File: src/rtl/inequality_pkg.sv
// Shared definitions for the Inequality evaluator arbiter: state encoding and
// default operand/result widths of the shared evaluator.
package inequality_pkg;

   localparam logic [1:0] ST_IDLE = 2'd0;
   localparam logic [1:0] ST_EVAL = 2'd1;
   localparam logic [1:0] ST_RESP = 2'd2;

   localparam int NUM_W = 4;
   localparam int OUT_W = 3;

   typedef enum logic [1:0] {
      IDLE = ST_IDLE,
      EVAL = ST_EVAL,
      RESP = ST_RESP
   } state_e;

endpackage

File: src/rtl/rr_arbiter2.sv
// Two-way combinational round-robin grant; prio picks the winner only when
// both requesters are valid.
module rr_arbiter2 (
   input  logic [1:0] valid,
   input  logic       prio,
   input  logic       enable,
   output logic [1:0] grant
);

   always_comb begin
      grant = 2'b00;
      if (enable) begin
         case (valid)
            2'b01:   grant = 2'b01;
            2'b10:   grant = 2'b10;
            2'b11:   grant = prio ? 2'b10 : 2'b01;
            default: grant = 2'b00;
         endcase
      end
   end

endmodule

File: src/rtl/inequality_arbiter.sv
// Time-shares one external combinational Inequality evaluator between two
// requesters; results come back on a tagged response channel.
module inequality_arbiter #(
   parameter int NUM_W = inequality_pkg::NUM_W,
   parameter int OUT_W = inequality_pkg::OUT_W,
   parameter int CNT_W = 8
) (
   input  logic             clk,
   input  logic             rst_n,
   input  logic             req0_valid,
   input  logic [NUM_W-1:0] req0_num,
   output logic             req0_ready,
   input  logic             req1_valid,
   input  logic [NUM_W-1:0] req1_num,
   output logic             req1_ready,
   output logic [NUM_W-1:0] eval_num,
   input  logic [OUT_W-1:0] eval_out,
   output logic             rsp_valid,
   output logic             rsp_id,
   output logic [OUT_W-1:0] rsp_out,
   input  logic             rsp_ready,
   output logic [CNT_W-1:0] served0,
   output logic [CNT_W-1:0] served1
);

   import inequality_pkg::*;

   state_e             state_q, state_d;
   logic               prio_q, prio_d;
   logic [NUM_W-1:0]   eval_num_q, eval_num_d;
   logic               rsp_id_q, rsp_id_d;
   logic [OUT_W-1:0]   rsp_out_q, rsp_out_d;
   logic [CNT_W-1:0]   served0_q, served0_d;
   logic [CNT_W-1:0]   served1_q, served1_d;
   logic [1:0]         grant;

   function automatic logic [CNT_W-1:0] sat_inc(input logic [CNT_W-1:0] v);
      return (&v) ? v : v + 1'b1;
   endfunction

   rr_arbiter2 u_rr (
      .valid  ({req1_valid, req0_valid}),
      .prio   (prio_q),
      .enable (state_q == IDLE),
      .grant  (grant)
   );

   always_comb begin
      state_d    = state_q;
      prio_d     = prio_q;
      eval_num_d = eval_num_q;
      rsp_id_d   = rsp_id_q;
      rsp_out_d  = rsp_out_q;
      served0_d  = served0_q;
      served1_d  = served1_q;
      case (state_q)
         IDLE: begin
            if (grant != 2'b00) begin
               eval_num_d = grant[1] ? req1_num : req0_num;
               rsp_id_d   = grant[1];
               state_d    = EVAL;
            end
         end
         EVAL: begin
            rsp_out_d = eval_out;
            state_d   = RESP;
         end
         RESP: begin
            if (rsp_ready) begin
               // Hand priority to the requester that was not just served.
               prio_d = ~rsp_id_q;
               if (rsp_id_q) served1_d = sat_inc(served1_q);
               else          served0_d = sat_inc(served0_q);
               state_d = IDLE;
            end
         end
         default: state_d = IDLE;
      endcase
   end

   always_ff @(posedge clk or negedge rst_n) begin
      if (!rst_n) begin
         state_q    <= IDLE;
         prio_q     <= 1'b0;
         eval_num_q <= '0;
         rsp_id_q   <= 1'b0;
         rsp_out_q  <= '0;
         served0_q  <= '0;
         served1_q  <= '0;
      end else begin
         state_q    <= state_d;
         prio_q     <= prio_d;
         eval_num_q <= eval_num_d;
         rsp_id_q   <= rsp_id_d;
         rsp_out_q  <= rsp_out_d;
         served0_q  <= served0_d;
         served1_q  <= served1_d;
      end
   end

   assign req0_ready = grant[0];
   assign req1_ready = grant[1];
   assign eval_num   = eval_num_q;
   assign rsp_valid  = (state_q == RESP);
   assign rsp_id     = rsp_id_q;
   assign rsp_out    = rsp_out_q;
   assign served0    = served0_q;
   assign served1    = served1_q;

endmodule

File: config.mk
export PLATFORM = sky130hd
export DESIGN_NAME = inequality_arbiter
export DESIGN_NICKNAME = d
export VERILOG_FILES = /design/src/rtl/inequality_pkg.sv /design/src/rtl/rr_arbiter2.sv /design/src/rtl/inequality_arbiter.sv
export SDC_FILE = /design/constraint.sdc
export NUM_CORES = 1
export LEC_CHECK = 0
export BUFFER_PORTS_ARGS = -buffer_cell sky130_fd_sc_hd__buf_2
export CAP_MARGIN = 20
export CORE_ASPECT_RATIO = 0.8
export CORE_UTILIZATION = 49
export DETAILED_ROUTE_END_ITERATION = 10
export HOLD_SLACK_MARGIN = 0.12
export PLACE_DENSITY = 0.77
export RECOVER_POWER = 100
export SYNTH_ARGS = -nofsm -noshare
export SYNTH_HDL_FRONTEND = slang
export SYNTH_SLANG_ARGS = --single-unit
export TNS_END_PERCENT = 5
File: constraint.sdc
create_clock -name clk -period 1.9 [get_ports clk]
set_input_delay 0.19 -clock clk [delete_from_list [all_inputs] [get_ports clk]]
set_output_delay 0.19 -clock clk [all_outputs]
set_load 0.05 [all_outputs]
==> results.sh, run 1 <==
export IMPL_power_switching_w=0.001347
export IMPL_final_setup_tns_ps=0
export IMPL_cts_sinks=27
export IMPL_p_leak_nw=0.6914
export IMPL_switching_share_pct=52.89
export IMPL_drc=0
export IMPL_wl_met2_um=1222
export IMPL_cts_tree="built"
export IMPL_grtUsageTotal_pct=20.16
export IMPL_final_area_um2=1642
export IMPL_internal_power_w=0.001200
export IMPL_p_seq_share_pct=38.6
export IMPL_slew_headroom_pct=59.79
export IMPL_grt_pass1_wl_um=4478
export IMPL_syn_avg_cell_area_um2=10.70
export IMPL_worstReg2RegStart="served1[0]$_DFFE_PN0P_"
export IMPL_num_fill_cells=225
export IMPL_async_flop_share_pct=100.0
export IMPL_die_w_um=60.41
export IMPL_cap_violations=0
export IMPL_clk_pin_slew_worst_paths_ps=130
export IMPL_rows=16
export IMPL_postPlaceCellArea_um2=1592
export IMPL_h_tree_depth=1
export IMPL_crit_arrival_ps=1620
export IMPL_start_util_pct=53.03
export IMPL_pwr_share_clk_pct=9.0
export IMPL_ys_flop_type="dfrtp_1"
export IMPL_numCtsBuffers=3
export IMPL_crit_buf_inv=1
export IMPL_syn_num_nets=143
export IMPL_power_density_nw_per_um2=1551
export IMPL_io_buffers=42
export IMPL_cp_start_kind="flip-flop"
export IMPL_rsz0062_at_grt="no"
export IMPL_synth_seq_area_share_pct=50.51
export IMPL_fmax_ghz=0.5539
export IMPL_drt_met1_wl_um=1339
export IMPL_crit_family="simple AND/OR/NAND/NOR gates"
export IMPL_cp_max_fo=8
export IMPL_highest_layer="met4"
export IMPL_clock_latency_ps=310
export IMPL_final_max_slew_viol_count=0
export IMPL_drt_initial_drc_count=20
export IMPL_core_um2=2522
export IMPL_yosysMostFrequentCell="dfrtp_1"
export IMPL_crit_slowest_cell="dfrtp_1"
export IMPL_num_nets_final=194
export IMPL_antenna_found_initial=0
export IMPL_worstMarginPinSlew_ps=605.7
export IMPL_min_path_type="in2reg"
export IMPL_ys_warnings_count=0
export IMPL_finalCritPeriodShare_pct=95.03
export IMPL_min_period_ps=1806
export IMPL_synth_edf_count=0
export IMPL_die_area_um2=2944
export IMPL_clk_path_buf_depth=2
export IMPL_share_comb_of_total_power_pct=52.3
export IMPL_hold_start="req0_num[2]"
export IMPL_finalHoldViolCount=0
export IMPL_ant_nets=0
export IMPL_dp_worst_setup_slack_ps=179.0
export IMPL_dr_pass1_iters=4
export IMPL_synth_cell_types=33
export IMPL_worstSetupPathType="reg2out"
export IMPL_ioPinCount=43
export IMPL_netlist_area_leader_share_pct=50.51
export IMPL_layout_setup_ws_ps=94.46
export IMPL_fin_skew_ps=5.621
export IMPL_vias_per_cell=5.251
export IMPL_grt_max_degree=28
export IMPL_synth_area_leaders="dfrtp_1 51%, mux2_2 8.4%, xnor2_1 3.9%"
export IMPL_first_global_vias=1017
export IMPL_chipHeight_um=48.73
export IMPL_peakVddDrop_v=0.0008699
export IMPL_status="finished, final reports clean"
export IMPL_grt_overflow=0
export IMPL_synth_seq_cells=27
export IMPL_crit_chain="or3b_4, nor2_1, clkbuf_4"
export IMPL_routedWlPerCell_um=12.86
export IMPL_setup_viol=0
export IMPL_netlist_instances=125
export IMPL_area_delta_synth_final_pct=22.73
export IMPL_cpPeakStageDelay_ps=500
export IMPL_antenna_cells=0
export IMPL_crit_start="state_q[1]$_DFFE_PN0P_"
export IMPL_routed_wl_um=2714
export IMPL_crit_required_ps=1710
export IMPL_drive_gt1_share_pct=21.14
export IMPL_timing_hold_ws_ps=143.0
export IMPL_root_buffer="clkbuf_4"
export IMPL_synth_top_cells_by_count="27 x dfrtp_1, 10 x mux2_2, 8 x nand2_1, 8 x o21ai_0, 7 x nand4_1"
export IMPL_synth_largest_area_cell="dfrtp_1"
export IMPL_dp_hpwl_um=2057
export IMPL_vias=1108
export IMPL_syn_cell_area_um2=1338
export IMPL_gp_congestion=0.8783
export IMPL_critPathCaptureType="output pin"
export IMPL_dr_wl_met3_um=137
## state kept, by name, indices dropped and copies added, names as in the netlist
register / cells
rsp_out: 3
eval_num: 4
rsp_id: 1
served1: 8
served0: 8
state_q: 2
prio_q: 1
## metrics by stage
step,util (%),instances,power (W)
3_3_place_gp,63.10,202,0.002309
3_5_place_dp,63.10,202,0.002347
6_report,65.08,211,0.002546
2_1_floorplan,-,125,0.002015
5_1_grt,65.08,211,0.002707
4_1_cts,66.22,211,0.002595
## area by class of cell
cell class	count	area (um^2)	area share, %
Clock buffer	4	26.28	1.601
Tap cell	36	45.04	2.744
Inverter	4	15.01	0.9146
Multi-Input combinational cell	93	644.4	39.25
Sequential cell	27	678.2	41.31
Timing Repair Buffer	47	232.7	14.18
## worst min-delay path, delay by kind of cell
kind	cells	cell delay, ps
buffers and inverters	1	100
AOI/OAI and AO/OA	2	140
## worst paths after layout
path	depth (start not counted)	slack (ps)	end
setup / recovery	3	90	req1_ready
hold / removal	3	140	eval_num[2]$_DFFE_PN0P_
setup reg to reg	4	190	served1[1]$_DFFE_PN0P_
hold reg to reg	1	520	rsp_out[2]$_DFFE_PN0N_
max in group asynchronous	2	1100	served1[1]$_DFFE_PN0P_
min in group asynchronous	2	390	served0[6]$_DFFE_PN0P_
## cell usage in the layout, fill, tap and decap left out, types with 5 or more instances in the layout
master,count
xnor2_1,6
mux2_2,10
o21ai_0,8
buf_2,15
nand3_1,6
a21oi_1,6
dlygate4sd3_1,5
nand4_1,7
nand2_1,8
clkbuf_1,25
dfrtp_1,25
## per-layer routing
layer  GRT usage (%)  vias up
li1                -      564
met1           28.27      510
met2           32.05       32
met3           4.813        2
met4           3.409        0
met5               0        -
## kinds of logic (layout without fill, tap and decap cells)
group	after synthesis	count (layout)	share of synthesized area, %
DFF	27	27	50.51
AOI/OAI and AO/OA	25	25	11.51
muxes	11	11	9.168
xor gates and xnor gates	7	7	4.584
adders and majority gates	2	2	1.871
and+or+nand+nor	48	48	20.96
buffers and inverters	5	55	1.403
## power groups by stage
stage | combinational, W | clock [W] | sequential (W)
after floorplan | 0.000510 | 0 | 0.00150
after global placement | 0.00135 | 0 | 0.000964
after detailed placement | 0.00137 | 0 | 0.000975
after CTS | 0.00139 | 0.000243 | 0.000966
after global routing | 0.00143 | 0.000261 | 0.00101
final | 0.00133 | 0.000230 | 0.000983
## repair_timing
item | 4_1_cts | 5_1_grt
pin swaps | 0 | 0
hold buffers | 5 | 0
gates resized for setup | 1 | 4
buffers inserted | 0 | 0
endpoints found under the hold margin | 31 | 0
endpoints found under the setup margin | 1 | 2
No activity file was read; power rests on OpenSTA's default activity.
==> run 2, diff against run 1 <==
==> constraint.sdc (replaced) <==
create_clock -name clk -period 1.9 [get_ports clk]
set_input_delay 0 -clock clk [delete_from_list [all_inputs] [get_ports clk]]
set_output_delay 0 -clock clk [all_outputs]
set_load 0.05 [all_outputs]
==> results.sh, run 2 (synthesis gave the netlist of run 1 again) <==
export IMPL_status="finished, final reports clean"
export IMPL_chipHeight_um=48.73
export IMPL_h_tree_depth=1
export IMPL_crit_arrival_ps=1830
export IMPL_critPathCaptureType="output pin"
export IMPL_rsz0062_at_grt="no"
export IMPL_finalCritPeriodShare_pct=96.28
export IMPL_peakVddDrop_v=0.0008961
export IMPL_dr_pass1_iters=4
export IMPL_drc=0
export IMPL_finalHoldViolCount=0
export IMPL_cts_setup_buffers=0
export IMPL_ant_nets=0
export IMPL_numCtsBuffers=3
export IMPL_fmax_ghz=0.5467
export IMPL_power_density_nw_per_um2=1459
export IMPL_antenna_cells=0
export IMPL_final_cell_mix="27 x clkbuf_1, 25 x dfrtp_1, 18 x dlygate4sd3_1"
export IMPL_fin_skew_ps=3.362
export IMPL_cts_tree="built"
export IMPL_rows=16
export IMPL_cts_resized_gates=0
export IMPL_worstMarginPinSlew_ps=1350
export IMPL_clock_latency_ps=310
export IMPL_grt_overflow=0
export IMPL_crit_required_ps=1900
export IMPL_core_um2=2522
export IMPL_ctsHoldBuffers=18
export IMPL_final_max_slew_viol_count=0
export IMPL_timing_hold_ws_ps=146.7
export IMPL_num_fill_cells=221
export IMPL_die_area_um2=2944
export IMPL_cap_violations=0
export IMPL_drt_initial_drc_count=25
export IMPL_vias_per_cell=5.281
export IMPL_slew_headroom_pct=10.01
export IMPL_final_common_cell="clkbuf_1"
export IMPL_antenna_found_initial=0
export IMPL_vias=1183
export IMPL_clk_pin_slew_worst_paths_ps=130
export IMPL_cp_max_fo=8
export IMPL_dp_hpwl_um=2058
export IMPL_min_path_type="in2reg"
export IMPL_start_util_pct=53.03
export IMPL_gp_congestion=0.8590
export IMPL_p_leak_nw=0.7278
export IMPL_io_buffers=42
export IMPL_final_setup_tns_ps=0
export IMPL_area_delta_synth_final_pct=31.52
export IMPL_cts_sinks=27
export IMPL_die_w_um=60.41
export IMPL_first_global_vias=1176
export IMPL_worstSetupPathType="reg2out"
export IMPL_routed_wl_um=3051
export IMPL_min_period_ps=1829
export IMPL_setup_viol=0
export IMPL_grt_pass1_wl_um=5071
export IMPL_cp_start_kind="flip-flop"
export IMPL_multi_input_area_um2=636.9
export IMPL_drive_gt1_share_pct=18.62
export IMPL_routedWlPerCell_um=13.62
export IMPL_area_sequential_um2=678.2
export IMPL_ioPinCount=43
export IMPL_clk_path_buf_depth=2
export IMPL_grt_max_degree=28
export IMPL_num_nets_final=207
export IMPL_grtUsageTotal_pct=22.87
export IMPL_root_buffer="clkbuf_4"
## run 2: power breakdown
group | leakage (nW) | switching, W | internal, W
combinational | 0.386 | 0.000995 | 0.000361
clock | 0.0150 | 0.000153 | 0.0000821
sequential | 0.327 | 0.000206 | 0.000769
total | 0.728 | 0.00135 | 0.00121
## run 2: per-layer routing
metal  part of all wire [%]  wire (um)  track usage (%)  vias to the layer above
li1                       -          -                -                      592
met1                     45       1382            28.42                      548
met2                     49       1506            40.84                       41
met3                    4.8        146            5.615                        2
met4                   0.49         15            2.273                        0
met5                      0          0                0                        -
## run 2: area by class of cell
type | count | share of cell area (%)
flip-flops and latches | 27 | 38.55
multi-input cells | 93 | 36.20
repair buffers | 60 | 20.34
well taps | 36 | 2.560
clock buffers | 4 | 1.494
inverters | 4 | 0.8535
## run 2: metrics by stage
step / setup WS [ps] / cells / utilization (%) / instance area [um^2] / total power [W]
final: 70.72 / 224 / 69.74 / 1759 / 0.002567
after global placement: 286.3 / 202 / 63.10 / 1592 / 0.002309
after detailed placement: 179.9 / 202 / 63.10 / 1592 / 0.002343
after CTS: 121.7 / 224 / 71.28 / 1798 / 0.002620
after floorplan: 86.56 / 125 / - / 1340 / 0.002015
after global routing: 1.450 / 224 / 69.74 / 1759 / 0.002736
## run 2: worst max-delay path: stages, from the launching register on
cell	delay (ps)
dfrtp_1	490
or3b_2	580
nor2_1	150
clkbuf_2	300
## run 2: worst paths after layout
path,from,endpoint,slack (ps),cells past startpoint
setup reg to reg,state_q[1]$_DFFE_PN0P_,eval_num[1]$_DFFE_PN0P_,80,4
min in group asynchronous,rst_n,served0[6]$_DFFE_PN0P_,500,2
max in group asynchronous,rst_n,served1[1]$_DFFE_PN0P_,510,2
hold / removal,req1_valid,rsp_id$_DFFE_PN0P_,150,4
setup / recovery,state_q[1]$_DFFE_PN0P_,req1_ready,70,3
hold reg to reg,rsp_out[2]$_DFFE_PN0N_,rsp_out[2]$_DFFE_PN0N_,520,1
